<file path="src/rtl/sys_ctrl_pkg.sv">
`default_nettype none
// ============================================================================
// Module      : sys_ctrl_pkg
// Description : Shared types for the command controller: byte frames, ALU
//               opcodes, command codes, error byte and ALU result type.
// Revision    : 1.0 - initial release
// ============================================================================
package sys_ctrl_pkg;

  typedef logic [7:0]  dataframe_t;
  typedef logic [15:0] alu_result_t;

  typedef enum logic [3:0] {
    OP_ADD   = 4'd0,
    OP_SUB   = 4'd1,
    OP_MULT  = 4'd2,
    OP_DIV   = 4'd3,
    OP_AND   = 4'd4,
    OP_OR    = 4'd5,
    OP_NAND  = 4'd6,
    OP_NOR   = 4'd7,
    OP_XOR   = 4'd8,
    OP_XNOR  = 4'd9,
    OP_CMPEQ = 4'd10,
    OP_CMPGT = 4'd11,
    OP_SHR   = 4'd12,
    OP_SHL   = 4'd13
  } opcode_t;

  typedef enum logic [7:0] {
    CMD_RF_WR   = 8'hAA,
    CMD_RF_RD   = 8'hBB,
    CMD_ALU_OP  = 8'hCC,
    CMD_ALU_NOP = 8'hDD
  } cmd_t;

  localparam dataframe_t ERR_BYTE    = 8'hEE;
  localparam dataframe_t ALU_FUN_MAX = 8'd13;

  // The whole byte is compared, so 0x12 is rejected even though its low
  // nibble would be a legal opcode.
  function automatic logic fun_is_valid(input dataframe_t fun);
    return (fun <= ALU_FUN_MAX);
  endfunction

endpackage
`default_nettype wire

</file>
<file path="src/rtl/sys_ctrl.sv">
`default_nettype none
// ============================================================================
// Module      : sys_ctrl
// Description : Command-level controller. Parses received command frames,
//               drives register-file reads/writes, starts the ALU and returns
//               results as bytes over a valid/ready transmit handshake.
// Revision    : 1.0 - initial release
//
// Ports
//   clk, rst_n               : clock, asynchronous active-low reset
//   rx_data, rx_valid        : received byte and its one-cycle strobe
//   rf_addr                  : register-file address (0 = A, 1 = B)
//   rf_wr_en, rf_wr_data     : one-cycle write strobe and data
//   rf_rd_en                 : one-cycle read strobe
//   rf_rd_data, rf_rd_valid  : read return data and its valid
//   alu_en, alu_fun          : one-cycle ALU start strobe and operation
//   alu_out, alu_valid       : ALU result and its valid
//   tx_data, tx_valid        : response byte offered to the transmitter
//   tx_ready                 : transmitter accepts the byte
//   busy                     : high outside idle and frame-collection states
// ============================================================================
module sys_ctrl
  import sys_ctrl_pkg::*;
#(
  parameter int ADDR_W = 4
) (
  input  logic              clk,
  input  logic              rst_n,
  input  dataframe_t        rx_data,
  input  logic              rx_valid,
  output logic [ADDR_W-1:0] rf_addr,
  output logic              rf_wr_en,
  output dataframe_t        rf_wr_data,
  output logic              rf_rd_en,
  input  dataframe_t        rf_rd_data,
  input  logic              rf_rd_valid,
  output logic              alu_en,
  output opcode_t           alu_fun,
  input  alu_result_t       alu_out,
  input  logic              alu_valid,
  output dataframe_t        tx_data,
  output logic              tx_valid,
  input  logic              tx_ready,
  output logic              busy
);

  typedef enum logic [3:0] {
    ST_IDLE     = 4'd0,
    ST_WR_ADDR  = 4'd1,
    ST_WR_DATA  = 4'd2,
    ST_RD_ADDR  = 4'd3,
    ST_RD_WAIT  = 4'd4,
    ST_TX_RD    = 4'd5,
    ST_OPA      = 4'd6,
    ST_OPB      = 4'd7,
    ST_FUN      = 4'd8,
    ST_ALU_WAIT = 4'd9,
    ST_TX_LO    = 4'd10,
    ST_TX_HI    = 4'd11,
    ST_TX_ERR   = 4'd12
  } state_t;

  localparam logic [ADDR_W-1:0] c_ADDR_A = ADDR_W'(0);
  localparam logic [ADDR_W-1:0] c_ADDR_B = ADDR_W'(1);

  state_t            r_state,      w_state_nxt;
  logic [ADDR_W-1:0] r_rf_addr,    w_rf_addr_nxt;
  dataframe_t        r_rf_wr_data, w_rf_wr_data_nxt;
  logic              r_rf_wr_en,   w_rf_wr_en_nxt;
  logic              r_rf_rd_en,   w_rf_rd_en_nxt;
  logic              r_alu_en,     w_alu_en_nxt;
  opcode_t           r_alu_fun,    w_alu_fun_nxt;
  dataframe_t        r_tx_data,    w_tx_data_nxt;
  logic              r_tx_valid,   w_tx_valid_nxt;
  dataframe_t        r_res_hi,     w_res_hi_nxt;
  logic              w_tx_fire;

  assign w_tx_fire = r_tx_valid && tx_ready;

  always_ff @(posedge clk or negedge rst_n) begin
    if (!rst_n) begin
      r_state      <= ST_IDLE;
      r_rf_addr    <= '0;
      r_rf_wr_data <= '0;
      r_rf_wr_en   <= 1'b0;
      r_rf_rd_en   <= 1'b0;
      r_alu_en     <= 1'b0;
      r_alu_fun    <= OP_ADD;
      r_tx_data    <= '0;
      r_tx_valid   <= 1'b0;
      r_res_hi     <= '0;
    end else begin
      r_state      <= w_state_nxt;
      r_rf_addr    <= w_rf_addr_nxt;
      r_rf_wr_data <= w_rf_wr_data_nxt;
      r_rf_wr_en   <= w_rf_wr_en_nxt;
      r_rf_rd_en   <= w_rf_rd_en_nxt;
      r_alu_en     <= w_alu_en_nxt;
      r_alu_fun    <= w_alu_fun_nxt;
      r_tx_data    <= w_tx_data_nxt;
      r_tx_valid   <= w_tx_valid_nxt;
      r_res_hi     <= w_res_hi_nxt;
    end
  end

  // Next-state logic also computes the next value of every registered
  // output, so strobes land exactly one cycle after their trigger.
  always_comb begin
    w_state_nxt      = r_state;
    w_rf_addr_nxt    = r_rf_addr;
    w_rf_wr_data_nxt = r_rf_wr_data;
    w_rf_wr_en_nxt   = 1'b0;
    w_rf_rd_en_nxt   = 1'b0;
    w_alu_en_nxt     = 1'b0;
    w_alu_fun_nxt    = r_alu_fun;
    w_tx_data_nxt    = r_tx_data;
    w_tx_valid_nxt   = r_tx_valid;
    w_res_hi_nxt     = r_res_hi;

    case (r_state)
      ST_IDLE: begin
        if (rx_valid) begin
          if (rx_data == CMD_RF_WR)        w_state_nxt = ST_WR_ADDR;
          else if (rx_data == CMD_RF_RD)   w_state_nxt = ST_RD_ADDR;
          else if (rx_data == CMD_ALU_OP)  w_state_nxt = ST_OPA;
          else if (rx_data == CMD_ALU_NOP) w_state_nxt = ST_FUN;
        end
      end
      ST_WR_ADDR: begin
        if (rx_valid) begin
          w_rf_addr_nxt = rx_data[ADDR_W-1:0];
          w_state_nxt   = ST_WR_DATA;
        end
      end
      ST_WR_DATA: begin
        if (rx_valid) begin
          w_rf_wr_data_nxt = rx_data;
          w_rf_wr_en_nxt   = 1'b1;
          w_state_nxt      = ST_IDLE;
        end
      end
      ST_RD_ADDR: begin
        if (rx_valid) begin
          w_rf_addr_nxt  = rx_data[ADDR_W-1:0];
          w_rf_rd_en_nxt = 1'b1;
          w_state_nxt    = ST_RD_WAIT;
        end
      end
      ST_RD_WAIT: begin
        // Read data goes straight into the tx register; no extra latch.
        if (rf_rd_valid) begin
          w_tx_data_nxt  = rf_rd_data;
          w_tx_valid_nxt = 1'b1;
          w_state_nxt    = ST_TX_RD;
        end
      end
      ST_OPA: begin
        if (rx_valid) begin
          w_rf_addr_nxt    = c_ADDR_A;
          w_rf_wr_data_nxt = rx_data;
          w_rf_wr_en_nxt   = 1'b1;
          w_state_nxt      = ST_OPB;
        end
      end
      ST_OPB: begin
        // The B write strobe coincides with entry to FUN, so alu_en can
        // never precede the operand write.
        if (rx_valid) begin
          w_rf_addr_nxt    = c_ADDR_B;
          w_rf_wr_data_nxt = rx_data;
          w_rf_wr_en_nxt   = 1'b1;
          w_state_nxt      = ST_FUN;
        end
      end
      ST_FUN: begin
        if (rx_valid) begin
          if (fun_is_valid(rx_data)) begin
            w_alu_fun_nxt = opcode_t'(rx_data[3:0]);
            w_alu_en_nxt  = 1'b1;
            w_state_nxt   = ST_ALU_WAIT;
          end else begin
            w_tx_data_nxt  = ERR_BYTE;
            w_tx_valid_nxt = 1'b1;
            w_state_nxt    = ST_TX_ERR;
          end
        end
      end
      ST_ALU_WAIT: begin
        if (alu_valid) begin
          w_tx_data_nxt  = alu_out[7:0];
          w_res_hi_nxt   = alu_out[15:8];
          w_tx_valid_nxt = 1'b1;
          w_state_nxt    = ST_TX_LO;
        end
      end
      ST_TX_LO: begin
        // tx_valid stays high so the high byte follows back-to-back.
        if (w_tx_fire) begin
          w_tx_data_nxt = r_res_hi;
          w_state_nxt   = ST_TX_HI;
        end
      end
      ST_TX_RD, ST_TX_HI, ST_TX_ERR: begin
        if (w_tx_fire) begin
          w_tx_valid_nxt = 1'b0;
          w_state_nxt    = ST_IDLE;
        end
      end
      default: begin
        w_tx_valid_nxt = 1'b0;
        w_state_nxt    = ST_IDLE;
      end
    endcase
  end

  assign rf_addr    = r_rf_addr;
  assign rf_wr_en   = r_rf_wr_en;
  assign rf_wr_data = r_rf_wr_data;
  assign rf_rd_en   = r_rf_rd_en;
  assign alu_en     = r_alu_en;
  assign alu_fun    = r_alu_fun;
  assign tx_data    = r_tx_data;
  assign tx_valid   = r_tx_valid;

  assign busy = !(r_state inside {ST_IDLE, ST_WR_ADDR, ST_WR_DATA, ST_RD_ADDR,
                                  ST_OPA, ST_OPB, ST_FUN});

endmodule
`default_nettype wire
</file>
<file path="config.mk">
export PLATFORM = sky130hd
export DESIGN_NAME = sys_ctrl
export DESIGN_NICKNAME = d
export VERILOG_FILES = /design/src/rtl/sys_ctrl_pkg.sv /design/src/rtl/sys_ctrl.sv
export SDC_FILE = /design/constraint.sdc
export NUM_CORES = 1
export LEC_CHECK = 0
export ABC_AREA = 1
export BUFFER_PORTS_ARGS = -buffer_cell sky130_fd_sc_hd__buf_2
export CAP_MARGIN = 0
export CORE_MARGIN = 2
export CORE_UTILIZATION = 43
export CTS_BUF_LIST = sky130_fd_sc_hd__clkbuf_2
export DETAILED_ROUTE_END_ITERATION = 10
export HOLD_SLACK_MARGIN = 0.06
export PLACE_DENSITY_LB_ADDON = 0.3
export SYNTH_ARGS = -nofsm -noshare
export SYNTH_HDL_FRONTEND = slang
export SYNTH_SLANG_ARGS = --single-unit
</file>
<file path="constraint.sdc">
create_clock -name clk -period 1.64 [get_ports clk]
set_input_delay 0.328 -clock clk [delete_from_list [all_inputs] [get_ports clk]]
set_output_delay 0.328 -clock clk [all_outputs]
set_load 0.01 [all_outputs]
</file>
[Word level (Yosys, flattened, before mapping)]
Index checks and enable logic that the tools add are counted.
W data, S select, Z words.
Word-level totals
  bits in registers: 40
  latch bits: 0
  RAM bits: 0
  ROM bits: 0
  input port bits: 38
  output and inout port bits: 29
  logic and storage cells: 97
  memories kept: 0
Cells by class
  add/subtract/negate cells: 0
  multipliers: 0
  div/mod/pow operators: 0
  magnitude comparators: 1
  equal/unequal tests: 30
  shift-type cells: 0
  muxes and demuxes: 38
  bitwise logic cells: 1
  reduce and logical (&&, ||, !) cells: 17
Operators by type and width (count)
  $mux W4: 17
  $pmux W4 S11: 1
  $mux W8: 5
  $eq A8 B8 Y1 const B: 4
  $pmux W8 S4: 1
  $ne A2 B2 Y1 const B: 12
  $eq A4 B4 Y1 const B: 5
  $eq A4 B3 Y1 const B: 4
  $pmux W4 S3: 1
  $reduce_and A12 Y1: 1
  $reduce_and A6 Y1: 2
  $mux W1: 11
  $eq A4 B2 Y1 const B: 2
  $le A8 B4 Y1 const B: 1
  $reduce_bool A7 Y1: 1
  $reduce_or A7 Y1: 1
  $reduce_or A3 Y1: 2
  $ne A5 B5 Y1 const B: 1
  $pmux W1 S5: 1
  $eq A4 B1 Y1 const B: 1
  $logic_not A4 Y1: 1
  $reduce_and A2 Y1: 2
  $reduce_and A4 Y1: 1
  $reduce_bool A4 Y1: 1
  other kinds (8): 8

[Depth between registers and ports, before layout]
  depth after elaboration: 7
  mapped depth: 12
  gate-level depth less buffers: 11

[Least setup slack after synthesis]
No wires, ideal clock.
  path kind: register to register
  start point: register r_state[1]
  end point: register r_tx_data[0], in the netlist tx_data[0]
  setup time: 0.117 ns
  data arrival time: 1.278 ns
  required time: 1.523 ns
  setup slack: 0.246 ns
  stages on the path, launching flop included: 10
  buffers on the path: 1
  clock period less this slack: 1.394 ns
  cells stage by stage: dfrtp_1 > buf_4 > nand2_1 > nand2_2 > nand2_1 > nand2_1 > nor2_4 > nand2_4 > nand2_1 > nand2_1
Between the ends
  word-level cells in the longest chain between the ends: 3
  elaborated cells between the ends (all ways): 12
  those cells by class: eq/ne (9); mux (1); reduce/logical (2)
RTL lines
  from (decl): line sys_ctrl.sv:66  | state_t r_state, w_state_nxt;
  from (signal assigned): line sys_ctrl.sv:93  | r_state <= w_state_nxt;
  $eq A4 B4 Y1 / $eq A4 B3 Y1 (equally long branches): line sys_ctrl.sv:120  | case (r_state)
  $reduce_bool A4 Y1 (no source line) / $ne A2 B2 Y1 (equally long branches)
  $reduce_and A6 Y1 (no source line)
  to (signal assigned): line sys_ctrl.sv:100  | r_tx_data <= w_tx_data_nxt;
  to (decl): line sys_ctrl.sv:73  | dataframe_t r_tx_data, w_tx_data_nxt;
Several ways; a longest one is shown, not always the timed one.
A chain may end at the register's enable or synchronous reset.

[Final worst setup path]
  start point: register r_state[0]
  end point: output busy
Between the ends
  word-level cells in the longest chain between the ends: 3
  elaborated cells between the ends (all ways): 9
  those cells by class: eq/ne (6); reduce/logical (3)
RTL lines
  $eq A4 B1 Y1, or another cell as far along: line sys_ctrl.sv:225  | assign busy = !(r_state inside {ST_IDLE, ST_WR_ADDR, ST_WR_DATA, ST_RD_ADDR,
  $reduce_bool A7 Y1 (*): line sys_ctrl.sv:225
  $logic_not A1 Y1 (*): line sys_ctrl.sv:225
  to (decl): line sys_ctrl.sv:44  | output logic busy
Every way passes the cells marked *; elsewhere a longest branch is shown, timed or not.

==> results.ini <==
[timing]
finalMaxSlewViolations=0
hold_violations=0
finalClockSkew_ns=0.0107
worst_pin_slew_ns=0.541
slew_headroom=0.639
fin_ws_ns=-0.0403
rsz0062_at_grt=true
min_period_ns=1.68
timing.final.crit_share=1.02
setup_viol=10
clock.fmax_mhz=595

[die]
die_h_um=75.6
row_count=26
ios=67
dieArea_um2=5720
die_w_um=75.6
start_util=0.437
core_area_um2=5040

[routing]
vias=2175
wl_um=5590
vias_per_cell=4.93
drcViolationCount=0
post_drt_wl_per_cell_um=12.7
drt_iter0_drc=132
ant_nets=0
first_pass_iters=4

[run]
maxCapViolCount=0

[critical_path]
crit_arrival_ns=1.35
path_class=flip-flop to output port
required_ns=1.31
critPathMaxFanout=4
timing.rr.start=r_state[1]
critPathLaunchType=flip-flop
cp-startpoint=r_state[0]
cp-end-kind=output port

[place]
place_area_um2=2640
hpwl_um=3920
port_buffers=66
gp_congestion=0.924
dp_cells=420

[clocking]
clk_latency_ns=0.40
clockBufferDepth=2
cts_buffers=5
h-tree-depth=2
clock_sink_count=40
cts_root_buffer=clkbuf_2
clk_pin_slew_ns=0.20
cts_tree=built

[synthesis]
synth-main-ff-cell=dfrtp_1
synth-async-reset-ratio=1.00
syn_area_per_cell_um2=7.82
synthCells=282
netlist.area_leader.share=0.454
synth_cell_types=23
synth_common_cells=109 x nand2_1, 40 x dfrtp_1, 25 x nor2_1
ys_seq_area_frac=0.454
yosysTopAreaCell=dfrtp_1
synth_edf_count=0
yosys_warnings=0
synth-seq-cells=40
synth_area_leaders=dfrtp_1 45%, nand2_1 19%, nand3_1 5.4%, nor2_1 4.3%, mux2_2 4.1%
syn_area_um2=2200
synth_most_common_cell=nand2_1
synth_nets=320

[grt]
grt_pass1_wl_um=8540
grt_max_degree=26
first_global_vias=1887
grt_overflow=0
antenna_found_initial=0
grtUsageTotal=0.194

[cells_and_area]
drive_above_1_share=0.388
postLayoutCellArea_um2=2920
areaGrowthSynthToFinish_pct=32.5
final_cells=441
fin_nets=408
antenna_cells=0
final_core_util=0.579

[hold_path]
hp-class=input pin to flip-flop
min_from=alu_out[10]

[power_and_ir_drop]
ir_drop_mv=0.730
p_total_mw=5.05
power_leakage_nw=1.59
power_density_nw_per_um2=1730

[status]
status=finished with violations
violations=setup timing

kinds of logic (layout without fill, tap and decap cells):
| group | after synthesis | count (layout) | share of synthesized area |
|---|---|---|---|
| AOI/OAI and AO/OA | 24 | 24 | 0.0732 |
| DFF | 40 | 40 | 0.454 |
| and+or+nand+nor | 183 | 185 | 0.376 |
| muxes | 8 | 8 | 0.0409 |
| buffers and inverters | 27 | 114 | 0.0562 |
flip-flops by register name, indices dropped and copies added, names as in the netlist, 4 cells and up:
signal      flops
alu_fun         4
r_res_hi        8
r_state         4
rf_addr         4
rf_wr_data      8
tx_data         8
metal layers:
metal,track usage,routed length [um],part of all wire
met5,0,0,0
met4,0.0799,123,0.022
met3,0.0357,266,0.048
met2,0.306,2740,0.49
met1,0.263,2460,0.44
stage by stage:
step / setup slack [ns] / hold WS (ns) / setup TNS, ns
2_1_floorplan: 0.246 / 0.0324 / 0
3_3_place_gp: 0.0436 / 0.350 / 0
3_5_place_dp: 0.0332 / 0.358 / 0
4_1_cts: -0.0338 / 0.133 / -0.0338
5_1_grt: -0.0949 / 0.128 / -0.735
6_report: -0.0403 / 0.143 / -0.139
final cells by class:
type	count	area (um^2)
Fill cell	463	2120
Multi-Input combinational cell	217	1190
Sequential cell	40	1010
Timing Repair Buffer	83	479
Inverter	23	93.8
Tap cell	70	87.6
Clock inverter	2	35.0
Clock buffer	6	30.0
critical path, cell delays in order, from the launching register on:
cell     delay, ns
dfrtp_2       0.47
inv_2         0.10
nand2_2       0.08
nor2_4        0.14
nor2_4        0.04
buf_6         0.12
path summary, 6_finish.rpt:
| check | end | slack, ns | depth (start not counted) |
|---|---|---|---|
| min | r_res_hi[2] | 0.14 | 2 |
| min reg2reg | tx_data[7] | 0.50 | 2 |
| max | busy | -0.04 | 5 |
| max in group asynchronous | r_res_hi[4] | 0.70 | 3 |
| min in group asynchronous | r_state[3] | 0.40 | 2 |
| max reg2reg | r_state[0] | -0.02 | 8 |
what timing repair did:
item	in CTS	in global routing
pin swaps	1	9
hold endpoints to repair	23	0
resized for setup	16	15
setup endpoints to repair	1	30
buffers inserted	8	3
hold buffers	1	0
gates cloned	0	2
cells in the final DEF, fill, tap and decap left out, types with 7 or more instances in the layout:
cell,instances
a21oi_1,9
buf_2,65
buf_4,15
dfrtp_1,36
inv_1,18
mux2_2,8
nand2_1,103
nand2_4,7
nand3_1,23
nand4_1,8
nor2_1,22
nor2_4,8
o21ai_2,7
power by group:
part | switching [mW] | internal, mW
combinational | 1.63 | 1.14
clock | 0.327 | 0.262
sequential | 0.269 | 1.42
total | 2.22 | 2.82
Power figures use the tool's default switching activity.
